[config.mk]
export PLATFORM = sky130hd
export DESIGN_NAME = cv32e40p_sleep_gate_ctrl_flat
export DESIGN_NICKNAME = d
export VERILOG_FILES = /design/src/rtl/cv32e40p_sleep_gate_ctrl_if.sv /design/src/rtl/cv32e40p_sleep_gate_ctrl.sv /design/src/flat_wrapper.sv
export SDC_FILE = /design/constraint.sdc
export NUM_CORES = 1
export LEC_CHECK = 0
export CAP_MARGIN = 20
export CORE_MARGIN = 1.5
export CORE_UTILIZATION = 23
export CTS_BUF_LIST = sky130_fd_sc_hd__clkbuf_4 sky130_fd_sc_hd__clkbuf_8
export DETAILED_ROUTE_END_ITERATION = 6
export PLACE_DENSITY = 0.59
export SYNTH_ARGS = -nofsm -noshare
export SYNTH_HDL_FRONTEND = slang
export SYNTH_SLANG_ARGS = --single-unit
[constraint.sdc]
create_clock -name clk_i -period 3.7 [get_ports clk_i]
set_input_delay 0.555 -clock clk_i [delete_from_list [all_inputs] [get_ports clk_i]]
set_output_delay 0.555 -clock clk_i [all_outputs]
set_load 0.05 [all_outputs]
[src/rtl/cv32e40p_sleep_gate_ctrl_if.sv]
// Sleep/wake handshake bundle between the core-side logic
// and the clock-gate enable controller.
interface cv32e40p_sleep_gate_ctrl_if;
  logic        core_sleep_i;
  logic [31:0] irq_i;
  logic [31:0] irq_mask_i;
  logic        debug_req_i;
  logic        force_on_i;
  logic        clr_cnt_i;
  logic        clk_en_o;
  logic        pwr_en_o;
  logic        gated_o;
  logic        wake_evt_o;
  logic [31:0] sleep_cnt_o;

  modport master (
    output core_sleep_i,
    output irq_i,
    output irq_mask_i,
    output debug_req_i,
    output force_on_i,
    output clr_cnt_i,
    input  clk_en_o,
    input  pwr_en_o,
    input  gated_o,
    input  wake_evt_o,
    input  sleep_cnt_o
  );

  modport slave (
    input  core_sleep_i,
    input  irq_i,
    input  irq_mask_i,
    input  debug_req_i,
    input  force_on_i,
    input  clr_cnt_i,
    output clk_en_o,
    output pwr_en_o,
    output gated_o,
    output wake_evt_o,
    output sleep_cnt_o
  );
endinterface

[src/rtl/cv32e40p_sleep_gate_ctrl.sv]
// Clock-gate enable controller: idle hysteresis before gating
// and a staged power-then-functional clock wake-up.
module cv32e40p_sleep_gate_ctrl #(
  parameter int unsigned IDLE_CYCLES = 16,
  parameter int unsigned WAKE_CYCLES = 2
) (
  input logic clk_i,
  input logic rst_i,
  cv32e40p_sleep_gate_ctrl_if.slave bus
);

  localparam int unsigned MAX_CYC =
    (IDLE_CYCLES > WAKE_CYCLES) ? IDLE_CYCLES
                                : WAKE_CYCLES;
  localparam int unsigned CW = $clog2(MAX_CYC + 1);

  localparam logic [CW-1:0] IDLE_LAST =
    CW'(IDLE_CYCLES - 1);
  localparam logic [CW-1:0] WAKE_LAST =
    CW'(WAKE_CYCLES - 1);

  typedef enum logic [1:0] {
    RUN       = 2'd0,
    IDLE_WAIT = 2'd1,
    GATED     = 2'd2,
    WAKE      = 2'd3
  } state_e;

  state_e        state_q;
  state_e        state_d;
  logic [CW-1:0] cnt_q;
  logic [CW-1:0] cnt_d;
  logic          evt_d;
  logic          wake_cond;
  logic          leave_idle;

  logic        clk_en_q;
  logic        pwr_en_q;
  logic        gated_q;
  logic        evt_q;
  logic [31:0] sleep_cnt_q;

  assign wake_cond = |(bus.irq_i & bus.irq_mask_i)
                   | bus.debug_req_i
                   | bus.force_on_i;

  assign leave_idle = ~bus.core_sleep_i | wake_cond;

  always_comb begin
    state_d = state_q;
    cnt_d   = cnt_q;
    evt_d   = 1'b0;
    unique case (state_q)
      RUN: begin
        if (bus.core_sleep_i && !wake_cond) begin
          state_d = IDLE_WAIT;
          cnt_d   = '0;
        end
      end
      IDLE_WAIT: begin
        if (leave_idle) begin
          state_d = RUN;
        end else if (cnt_q == IDLE_LAST) begin
          state_d = GATED;
        end else begin
          cnt_d = cnt_q + 1'b1;
        end
      end
      GATED: begin
        if (leave_idle) begin
          state_d = WAKE;
          cnt_d   = '0;
        end
      end
      WAKE: begin
        // inputs ignored: a started wake-up always completes
        if (cnt_q == WAKE_LAST) begin
          state_d = RUN;
          evt_d   = 1'b1;
        end else begin
          cnt_d = cnt_q + 1'b1;
        end
      end
      default: begin
        state_d = RUN;
        cnt_d   = '0;
      end
    endcase
  end

  // enables decoded from next state so they switch with it
  always_ff @(posedge clk_i) begin
    if (rst_i) begin
      state_q     <= RUN;
      cnt_q       <= '0;
      clk_en_q    <= 1'b1;
      pwr_en_q    <= 1'b1;
      gated_q     <= 1'b0;
      evt_q       <= 1'b0;
      sleep_cnt_q <= '0;
    end else begin
      state_q  <= state_d;
      cnt_q    <= cnt_d;
      clk_en_q <= (state_d == RUN)
                | (state_d == IDLE_WAIT);
      pwr_en_q <= (state_d != GATED);
      gated_q  <= (state_d == GATED);
      evt_q    <= evt_d;
      if (bus.clr_cnt_i) begin
        sleep_cnt_q <= '0;
      end else if (state_q == GATED &&
                   sleep_cnt_q != 32'hFFFF_FFFF) begin
        sleep_cnt_q <= sleep_cnt_q + 32'd1;
      end
    end
  end

  assign bus.clk_en_o    = clk_en_q;
  assign bus.pwr_en_o    = pwr_en_q;
  assign bus.gated_o     = gated_q;
  assign bus.wake_evt_o  = evt_q;
  assign bus.sleep_cnt_o = sleep_cnt_q;

endmodule
[src/flat_wrapper.sv]
// flat-port wrapper written by rule: the top's interface ports become plain ports
module cv32e40p_sleep_gate_ctrl_flat 
#(
  parameter int unsigned IDLE_CYCLES = 16,
  parameter int unsigned WAKE_CYCLES = 2
)
  (clk_i, rst_i, bus_core_sleep_i, bus_irq_i, bus_irq_mask_i, bus_debug_req_i, bus_force_on_i, bus_clr_cnt_i, bus_clk_en_o, bus_pwr_en_o, bus_gated_o, bus_wake_evt_o, bus_sleep_cnt_o);
  cv32e40p_sleep_gate_ctrl_if bus_i ();
  input logic clk_i;
  input logic rst_i;
  input wire logic [$bits(bus_i.core_sleep_i)-1:0] bus_core_sleep_i;
  input wire logic [$bits(bus_i.irq_i)-1:0] bus_irq_i;
  input wire logic [$bits(bus_i.irq_mask_i)-1:0] bus_irq_mask_i;
  input wire logic [$bits(bus_i.debug_req_i)-1:0] bus_debug_req_i;
  input wire logic [$bits(bus_i.force_on_i)-1:0] bus_force_on_i;
  input wire logic [$bits(bus_i.clr_cnt_i)-1:0] bus_clr_cnt_i;
  output wire logic [$bits(bus_i.clk_en_o)-1:0] bus_clk_en_o;
  output wire logic [$bits(bus_i.pwr_en_o)-1:0] bus_pwr_en_o;
  output wire logic [$bits(bus_i.gated_o)-1:0] bus_gated_o;
  output wire logic [$bits(bus_i.wake_evt_o)-1:0] bus_wake_evt_o;
  output wire logic [$bits(bus_i.sleep_cnt_o)-1:0] bus_sleep_cnt_o;
  assign bus_i.core_sleep_i = bus_core_sleep_i;
  assign bus_i.irq_i = bus_irq_i;
  assign bus_i.irq_mask_i = bus_irq_mask_i;
  assign bus_i.debug_req_i = bus_debug_req_i;
  assign bus_i.force_on_i = bus_force_on_i;
  assign bus_i.clr_cnt_i = bus_clr_cnt_i;
  assign bus_clk_en_o = bus_i.clk_en_o;
  assign bus_pwr_en_o = bus_i.pwr_en_o;
  assign bus_gated_o = bus_i.gated_o;
  assign bus_wake_evt_o = bus_i.wake_evt_o;
  assign bus_sleep_cnt_o = bus_i.sleep_cnt_o;
  cv32e40p_sleep_gate_ctrl #(.IDLE_CYCLES(IDLE_CYCLES), .WAKE_CYCLES(WAKE_CYCLES)) u_core (.clk_i(clk_i), .rst_i(rst_i), .bus(bus_i));
endmodule
Yosys cells after proc, flatten, opt, wreduce, memory -nomap -nowiden
Cells that the tools add are included.

Output and inout bits: 36. Register bits after elaboration: 43. Input port bits: 70.

Multiplexer cells: 13. Equal/unequal tests: 14. Add/sub/neg operators: 2. Reductions and logical operators: 9. Bitwise operators: 7.

Operators by type and width (count): $add 32x1->32 const B (1); $and 32x32->32 (1); $ne 32x32->1 const B (1); $reduce_or 32->1 (1); $mux 5 (5); $pmux 5 s4 (1); $mux 2 (5); $ne 2x2->1 const B (4); $pmux 2 s4 (1); $eq 2x2->1 const B (3); $add 5x1->5 const B (1); $eq 5x1->1 const B (1); $eq 5x4->1 const B (1); $reduce_and 5->1 (1); $eq 2x1->1 const B (2); $logic_not 2->1 (2); $ne 2x1->1 const B (2); $or 1x1->1 (4); $reduce_or 2->1 (2); $logic_and 1x1->1 (2); $not 1->1 (2); $logic_not 1->1 (1); $mux 1 (1).

Logic depth before layout (Yosys ltp)
Gate-level depths: netlist of run 1.

Word-level depth: 10. Depth in mapped cells: 9. Mapped depth without buffers: 9.

Worst setup path before layout of run 1
Ideal clock, no wire load.

Kind: register to register. From: register u_core.sleep_cnt_q[3] (netlist: u_core.bus.sleep_cnt_o[3]). To: register u_core.sleep_cnt_q[31] (netlist: u_core.bus.sleep_cnt_o[31]). Clock period less this slack: 2535 ps. Path slack: 1165 ps. Setup time: 128 ps. Stages on the path, launching flop included: 8. Data arrival time: 2407 ps. Path through: dfxtp_1 nand4_1 or4_1 buf_2 or4_4 nor4_4 xnor2_1 nor2_1.

Longest elaborated chain between the ends: 2. Elaborated cells between the ends (all ways): 3.

Ends and longest elaborated chain: from (decl) (line cv32e40p_sleep_gate_ctrl.sv:41) `logic [31:0] sleep_cnt_q;`; from (signal assigned) (line cv32e40p_sleep_gate_ctrl.sv:113) `sleep_cnt_q <= sleep_cnt_q + 32'd1;`; branches (longest 2 deep; another with $add 32x1->32).

Several ways; the timed one is not identified. A chain may end at the register's enable or synchronous reset.

Final worst setup path of run 1
From: register u_core.sleep_cnt_q[0] (netlist: u_core.bus.sleep_cnt_o[0]). To: register u_core.sleep_cnt_q[13] (netlist: u_core.bus.sleep_cnt_o[13]).

Same word-level chain as after synthesis.

==> metrics.csv, run 1 <==
metric;value;unit
cts.sinks;43;
avgSynthCellArea;8.43;sq um
syn_to_final_growth;57.5;%
cts_setup_buffers;0;
drt_iter0_markers;77;
dpl.hpwl;5120;microns
grt_max_degree;33;
synth_top_area_share;0.378;
worstPathRequired;3920;ps
synth.area.top_cells;dfxtp_1 38%, xnor2_1 8.8%, nor2_1 6.3%;
rows;36;
skew;6.17;ps
end_kind;flop;
crit_path_start_kind;flop;
grt_pass1_vias;2183;
maxCapViolCount;0;
seq_area_frac_synth;0.378;
portBuffers;105;
path_delay_family;simple AND/OR/NAND/NOR gates;
n_antenna_cell;0;
grt.total_usage;0.120;
grt_pass1_wl;10000;microns
relSlewSlack;0.516;
synth-edff-count;0;
cts_tree;done;
coreArea;9680;sq um
outcome;complete, no violations;
drtAntennaViolNets;0;
seq_area;861;sq um
crit_slowest_cell;nor4_4;
leakagePower;1.12;nW
tightestPinTransition;720;ps
clk_path_buf_depth;2;
ios;106;
ys_warn_count;0;
final_nets;447;
ys_async_sr_fraction;0;
synthCells;270;
critPathBufInv;1;
slowest_delay;680;ps
overflow;0;
synthFlopType;dfxtp_1;
multi_input_area;1360;sq um
synth_nets;344;
cts_resized;0;
firstDrtPassIters;4;
wire_per_inst;12.7;microns
grt_busiest_layer;met2;
die_h;103;microns
grt_use_met1;0.150;
cp.arrival;2680;ps
wl;6450;microns
tns;0;ps
rsz0062_at_grt;false;
grt_use_met3;0.0319;
grtUsageMet2;0.208;
h-tree-depth;2;
dr_total_vias;2324;
fillers;964;
syn_area;2280;sq um
period_needed;2460;ps
synth_cell_types;41;
cts_root_buffer;clkbuf_8;
viasPerCell;4.58;
yosysTopAreaCell;dfxtp_1;
powerDensity;257;nW/um^2
path_clk_slew;80;ps
timing.final.crit_share;0.664;
initial_core_util;0.235;
cts_inserted_buffers;5;
gp_congestion;0.745;
antenna_found_initial;0;
hold_violations;0;
ys_seq_elements;43;
max_freq;407;MHz
cp_max_fo;9;
total_power;0.922;mW
fp.dieW;103;microns
clock_latency;290;ps
dieArea;10500;sq um
drive_gt1_frac;0.0668;
worstHoldPathType;flop to flop;
worstSetupPathType;flop to flop;
ir_drop;0.119;mV
setup-violations-final;0;
cts_hold_buf;0;
drc;0;
maxSlewViolCount;0;
crit_chain;ha_1 > and3_1 > nand4_1 > nor4_4 > buf_4 > nor3_1 > a21o_1 > a21oi_1;
[worst reg2reg max path, cell delays in order, from the launching register on]
cell and delay, ps:
dfxtp_1 400, ha_1 220, and3_1 180, nand4_1 230, nor4_4 680, buf_4 290
nor3_1 90, a21o_1 200, a21oi_1 100
[per-layer routing]
metal / share of wire / routed length (microns)
met5: 0 / 0
met4: 0.0068 / 44
met3: 0.076 / 491
met2: 0.46 / 3000
met1: 0.45 / 2920
[final timing paths]
path	from	to	slack (ps)	cells past startpoint
max reg2reg	u_core.bus.sleep_cnt_o[0]$_SDFFE_PP0P_	u_core.bus.sleep_cnt_o[13]$_SDFFE_PP0P_	1240	8
max	u_core.bus.sleep_cnt_o[0]$_SDFFE_PP0P_	u_core.bus.sleep_cnt_o[13]$_SDFFE_PP0P_	1240	8
min	u_core.cnt_q[3]$_SDFFE_PP0P_	u_core.cnt_q[3]$_SDFFE_PP0P_	510	2
min reg2reg	u_core.cnt_q[3]$_SDFFE_PP0P_	u_core.cnt_q[3]$_SDFFE_PP0P_	510	2
[synthesized netlist by cell type, types with 3 or more instances]
cell,n
dfxtp_1,43
nor2_1,38
xnor2_1,23
nand2_1,22
a22oi_1,16
nand4_1,12
nor3_1,10
clkbuf_1,9
nand3_1,9
and3_1,8
nor4_1,8
inv_1,7
a21oi_1,6
o21ai_0,6
xor2_1,6
or2_2,5
and4_1,4
ha_1,4
and2_1,3
nor4b_1,3
[through the flow]
step	setup slack [ps]	cells	hold WS (ps)	utilization	cell area (sq um)
2_1_floorplan	1160	270	460	-	2280
3_3_place_gp	1060	499	491	0.359	3470
3_5_place_dp	1020	499	495	0.359	3470
4_1_cts	1220	507	511	0.370	3590
5_1_grt	994	507	551	0.370	3590
6_report	1240	507	513	0.370	3590
[cells by family after synthesis]
logic type / after synthesis / share of synthesized area
flops: 43 / 0.378
simple gates: 138 / 0.343
buf+inv: 18 / 0.0308
xor+xnor: 29 / 0.112
fa+ha+maj: 4 / 0.0220
compound gates: 38 / 0.114
[registers in the layout, indices dropped and copies added, names as in the netlist]
register,count
u_core.bus.pwr_en_o,1
u_core.bus.gated_o,1
u_core.bus.sleep_cnt_o,32
u_core.bus.wake_evt_o,1
u_core.cnt_q,5
u_core.bus.clk_en_o,1
u_core.state_q,2
[final cells by class]
cell class / instances / share of cell area
inverters: 7 / 0.00732
well taps: 133 / 0.0464
repair buffers: 107 / 0.297
flip-flops and latches: 43 / 0.240
multi-input cells: 209 / 0.378
clock buffers: 5 / 0.0192
clock inverters: 3 / 0.0122
[report_power, final]
group | switching (mW) | total, mW | internal (mW) | leakage, nW
Clock | 0.165 | 0.366 | 0.201 | 0.0581
Combinational | 0.0223 | 0.0932 | 0.0708 | 0.718
Sequential | 0.000000165 | 0.462 | 0.462 | 0.346
Total | 0.188 | 0.922 | 0.734 | 1.12
[layout by cell type, fill, tap and decap left out, drive strengths merged, types with 2 or more instances in the layout]
| master | count |
|---|---|
| clkdlybuf4s50 | 105 |
| dfxtp | 43 |
| nor2 | 38 |
| xnor2 | 23 |
| nand2 | 22 |
| a22oi | 16 |
| nand4 | 12 |
| nor4 | 12 |
| nor3 | 11 |
| nand3 | 9 |
| and3 | 8 |
| inv | 7 |
| o21ai | 6 |
| a21oi | 6 |
| xor2 | 6 |
| or2 | 5 |
| clkbuf | 5 |
| and4 | 5 |
| ha | 4 |
| nor4b | 4 |
| and2 | 3 |
| or3 | 3 |
| o31ai | 2 |
| o41ai | 2 |
| a21o | 2 |
| buf | 2 |
| or4 | 2 |
| clkinv | 2 |
No activity file was read; power rests on OpenSTA's default activity.
==> inputs of run 2 (changes only) <==
==> constraint.sdc (replaced) <==
create_clock -name clk_i -period 2.5 [get_ports clk_i]
set_input_delay 0.375 -clock clk_i [delete_from_list [all_inputs] [get_ports clk_i]]
set_output_delay 0.375 -clock clk_i [all_outputs]
set_load 0.05 [all_outputs]
==> run 2 against run 1 <==
Net effect: combinational power increased by 50%; clock power increased by 24%; fmax increased by 10%; die area unchanged; largest power group unchanged.
==> metrics.csv, run 2 (same netlist as run 1, synthesis figures left out) <==
metric;value;unit
grt_pass1_vias;2277;
overflow;0;
cp_max_fo;6;
ir_drop;0.276;mV
maxSlewViolCount;0;
cts_setup_buffers;0;
max_freq;449;MHz
relSlewSlack;0.562;
clk_path_buf_depth;2;
dpl.hpwl;5200;microns
portBuffers;105;
skew;7.94;ps
worstSetupPathType;flop to flop;
wl;6550;microns
drive_gt1_frac;0.106;
syn_to_final_growth;60.8;%
hold_violations;0;
end_kind;flop;
n_antenna_cell;0;
grt_max_degree;33;
leakagePower;1.17;nW
rsz0062_at_grt;false;
final_cell_mix;105 x clkdlybuf4s50_1, 39 x dfxtp_1, 38 x nor2_1;
coreArea;9680;sq um
fp.dieW;103;microns
tightestPinTransition;657;ps
wire_per_inst;12.6;microns
final_common_cell;clkdlybuf4s50_1;
cts_hold_buf;0;
setup-violations-final;0;
dieArea;10500;sq um
tns;0;ps
drc;0;
timing.final.crit_share;0.891;
grt.total_usage;0.126;
drt_iter0_markers;59;
cts_resized;0;
antenna_found_initial;0;
initial_core_util;0.235;
utilization;0.378;
cts.sinks;43;
dr_total_vias;2346;
ios;106;
worstPathRequired;2660;ps
grt_pass1_wl;10400;microns
h-tree-depth;2;
drtAntennaViolNets;0;
rows;36;
final_nets;459;
largest_reg_flops;32;
cts_inserted_buffers;5;
outcome;complete, no violations;
die_h;103;microns
cts_tree;done;
total_power;1.28;mW
fin_worst_hold_slack;516;ps
worstHoldPathType;flop to flop;
path_clk_slew;90;ps
cts_root_buffer;clkbuf_8;
crit_path_start_kind;flop;
period_needed;2230;ps
clock_latency;290;ps
viasPerCell;4.52;
fillers;968;
firstDrtPassIters;4;
gp_congestion;0.770;
maxCapViolCount;0;
powerDensity;349;nW/um^2
cp.arrival;2390;ps
-- run 2: cell count changes in the layout (fill, tap and decap cells not counted), sizes merged --
cell	delta
clkinv	-2
buf	+12
inv	+1
clkinvlp	+2
bufinv	-1
-- run 2: routing by layer --
| layer | part of all wire | wire length [microns] | up-vias | global-route usage |
|---|---|---|---|---|
| met2 | 0.45 | 2980 | 78 | 0.212 |
| met4 | 0.0073 | 48 | 0 | 0.0285 |
| li1 | - | - | 1206 | - |
| met5 | 0 | 0 | - | 0 |
| met3 | 0.087 | 572 | 6 | 0.0386 |
| met1 | 0.45 | 2950 | 1056 | 0.158 |
-- run 2: area by class of cell --
cell class,instances,area (sq um),area share
Sequential cell,43,866,0.236
Clock buffer,5,68.8,0.0188
Tap cell,133,166,0.0454
Timing Repair Buffer,119,1160,0.316
Multi-Input combinational cell,209,1360,0.370
Inverter,7,26.3,0.00717
Clock inverter,3,23.8,0.00649
-- run 2: where the power goes --
group | internal (mW) | total (mW) | switching (mW) | leakage, nW
Combinational | 0.106 | 0.140 | 0.0344 | 0.778
Clock | 0.200 | 0.455 | 0.255 | 0.0408
Sequential | 0.684 | 0.684 | 0.000000241 | 0.348
-- run 2: final timing paths --
path | slack, ps | startpoint | to | depth (start not counted)
worst min register to register | 520 | u_core.cnt_q[3]$_SDFFE_PP0P_ | u_core.cnt_q[3]$_SDFFE_PP0P_ | 2
worst max register to register | 270 | u_core.bus.sleep_cnt_o[3]$_SDFFE_PP0P_ | u_core.bus.sleep_cnt_o[31]$_SDFFE_PP0P_ | 6
worst max-delay path | 270 | u_core.bus.sleep_cnt_o[3]$_SDFFE_PP0P_ | u_core.bus.sleep_cnt_o[31]$_SDFFE_PP0P_ | 6
worst min-delay path | 520 | u_core.cnt_q[3]$_SDFFE_PP0P_ | u_core.cnt_q[3]$_SDFFE_PP0P_ | 2
-- run 2: critical path, stage by stage (launching register included) --
cell	delay [ps]
dfxtp_2	380
nand4_1	120
or4_1	570
or4_4	570
nor4_4	250
xnor2_1	150
nor2_1	50
-- run 2: metrics by stage --
stage,area (sq um),std cells,setup slack (ps)
2_1_floorplan,2280,270,2.31
3_3_place_gp,3570,511,78.0
3_5_place_dp,3570,511,5.87
4_1_cts,3660,519,267
5_1_grt,3660,519,128
6_report,3660,519,271
==> inputs of run 3 (changes only) <==
--- a/config.mk
+++ b/config.mk
@@ -7,10 +7,10 @@
 export LEC_CHECK = 0
 export CAP_MARGIN = 20
 export CORE_MARGIN = 1.5
-export CORE_UTILIZATION = 23
+export CORE_UTILIZATION = 43
 export CTS_BUF_LIST = sky130_fd_sc_hd__clkbuf_4 sky130_fd_sc_hd__clkbuf_8
 export DETAILED_ROUTE_END_ITERATION = 6
-export PLACE_DENSITY = 0.59
+export PLACE_DENSITY = 0.92
 export SYNTH_ARGS = -nofsm -noshare
 export SYNTH_HDL_FRONTEND = slang
 export SYNTH_SLANG_ARGS = --single-unit
==> run 3 against run 2 <==
Net effect: critical path type unchanged; critical path depth did not move; non-clock buffer count is 1 lower; worst setup slack got worse by 64 ps; highest routed layer unchanged; sequential power about the same; sequential cell count unchanged; first-iteration DRC count increased to 2.8 times the previous value; power is 15% higher; final cell count decreased by 12%; global-route usage increased by 13 points; core utilization up 33 points.
==> metrics.csv, run 3 (same netlist as run 1, synthesis figures left out) <==
metric;value;unit
outcome;complete, no violations;
crit_slowest_cell;or4_4;
grt.total_usage;0.254;
h-tree-depth;2;
clk_path_buf_depth;2;
setup-violations-final;0;
cp_max_fo;4;
drive_gt1_frac;0.104;
relSlewSlack;0.551;
worstPathRequired;2650;ps
tns;0;ps
wl;6920;microns
grt_pass1_vias;2386;
timing.final.crit_share;0.917;
seqPwrFrac;0.466;
tightestPinTransition;664;ps
p_int;1.20;mW
max_freq;436;MHz
initial_core_util;0.446;
skew;10.5;ps
dpl_cell_area;3480;sq um
cts_inserted_buffers;5;
drc;0;
dr_total_vias;2461;
utilization;0.709;
pre_cts_slack;86.3;ps
fp.dieW;75.8;microns
cts_root_buffer;clkbuf_8;
crit_chain;nand3_1 > or4_1 > or4_4 > nor4_4 > xnor2_1 > nor2_1;
grt_max_degree;33;
coreArea;5110;sq um
worstHoldPathType;flop to flop;
rsz0062_at_grt;false;
leakagePower;1.19;nW
final_area;3620;sq um
final_nets;458;
cts_setup_buffers;0;
cts_hold_buf;0;
period_needed;2290;ps
rows;26;
power.share.combinational;0.097;
antenna_found_initial;0;
min_from;u_core.cnt_q[3]$_SDFFE_PP0P_;
pwr-share-clk;0.437;
drtAntennaViolNets;0;
path_clk_slew;80;ps
final_cell_mix;105 x clkdlybuf4s50_1, 39 x dfxtp_1, 38 x nor2_1;
gp_congestion;0.852;
largest_reg_flops;32;
slowest_delay;570;ps
hold_violations;0;
syn_to_final_growth;59.0;%
cp.arrival;2440;ps
viasPerCell;5.41;
switching_power;0.267;mW
n_antenna_cell;0;
clock_latency;300;ps
maxSlewViolCount;0;
drt_iter0_markers;164;
maxCapViolCount;0;
cts_resized;0;
grt_pass1_wl;11100;microns
wire_per_inst;15.2;microns
powerDensity;405;nW/um^2
dieArea;5740;sq um
cts_tree;done;
dpl.hpwl;5490;microns
cts.sinks;43;
setup_ws;207;ps
ios;106;
final_common_cell;clkdlybuf4s50_1;
die_h;75.8;microns
startpoint;u_core.bus.sleep_cnt_o[0]$_SDFFE_PP0P_;
portBuffers;105;
swShare;0.182;
overflow;0;
fin_worst_hold_slack;526;ps
fillers;421;
ir_drop;0.297;mV
firstDrtPassIters;4;
crit_path_start_kind;flop;
timing.rr.start;u_core.bus.sleep_cnt_o[0]$_SDFFE_PP0P_;
worstSetupPathType;flop to flop;
end_kind;flop;
[run 3: cell type report]
type	instances	area [sq um]	share of cell area
Multi-Input combinational cell	209	1360	0.374
Timing Repair Buffer	118	1150	0.317
Sequential cell	43	866	0.239
Tap cell	70	87.6	0.0242
Clock buffer	6	76.3	0.0211
Clock inverter	2	60.1	0.0166
Inverter	7	26.3	0.00726
[run 3: per-stage QoR]
| step | cells | power [mW] |
|---|---|---|
| global placement | 447 | 0.838 |
| floorplan | 270 | 0.726 |
| finish | 455 | 1.47 |
| CTS | 455 | 1.48 |
| global route | 455 | 1.52 |
| detailed placement | 447 | 0.842 |
[run 3: power by group through the flow]
stage / Sequential (mW) / Combinational [mW] / Clock (mW)
3_3_place_gp: 0.700 / 0.138 / 0
4_1_cts: 0.684 / 0.142 / 0.651
6_report: 0.684 / 0.142 / 0.642
3_5_place_dp: 0.700 / 0.142 / 0
2_1_floorplan: 0.700 / 0.0260 / 0
5_1_grt: 0.684 / 0.153 / 0.678
[run 3: path summary, 6_finish.rpt]
kind | endpoint | slack, ps | cells after the start
worst max-delay path | u_core.bus.sleep_cnt_o[29]$_SDFFE_PP0P_ | 210 | 6
worst min-delay path | u_core.cnt_q[3]$_SDFFE_PP0P_ | 530 | 2
worst max register to register | u_core.bus.sleep_cnt_o[29]$_SDFFE_PP0P_ | 210 | 6
worst min register to register | u_core.cnt_q[3]$_SDFFE_PP0P_ | 530 | 2
[run 3: worst max-delay path, delay by kind of cell (launching register included)]
family | cells | cell delay (ps)
XOR/XNOR | 1 | 160
AND/OR/NAND/NOR | 5 | 1600
flip-flops | 1 | 400
[run 3: layer usage]
metal	vias to the layer above	wire (microns)	track usage
met1	1150	2890	0.297
met3	18	402	0.0582
met5	-	0	0
met4	0	202	0.113
met2	87	3430	0.442
li1	1206	-	-
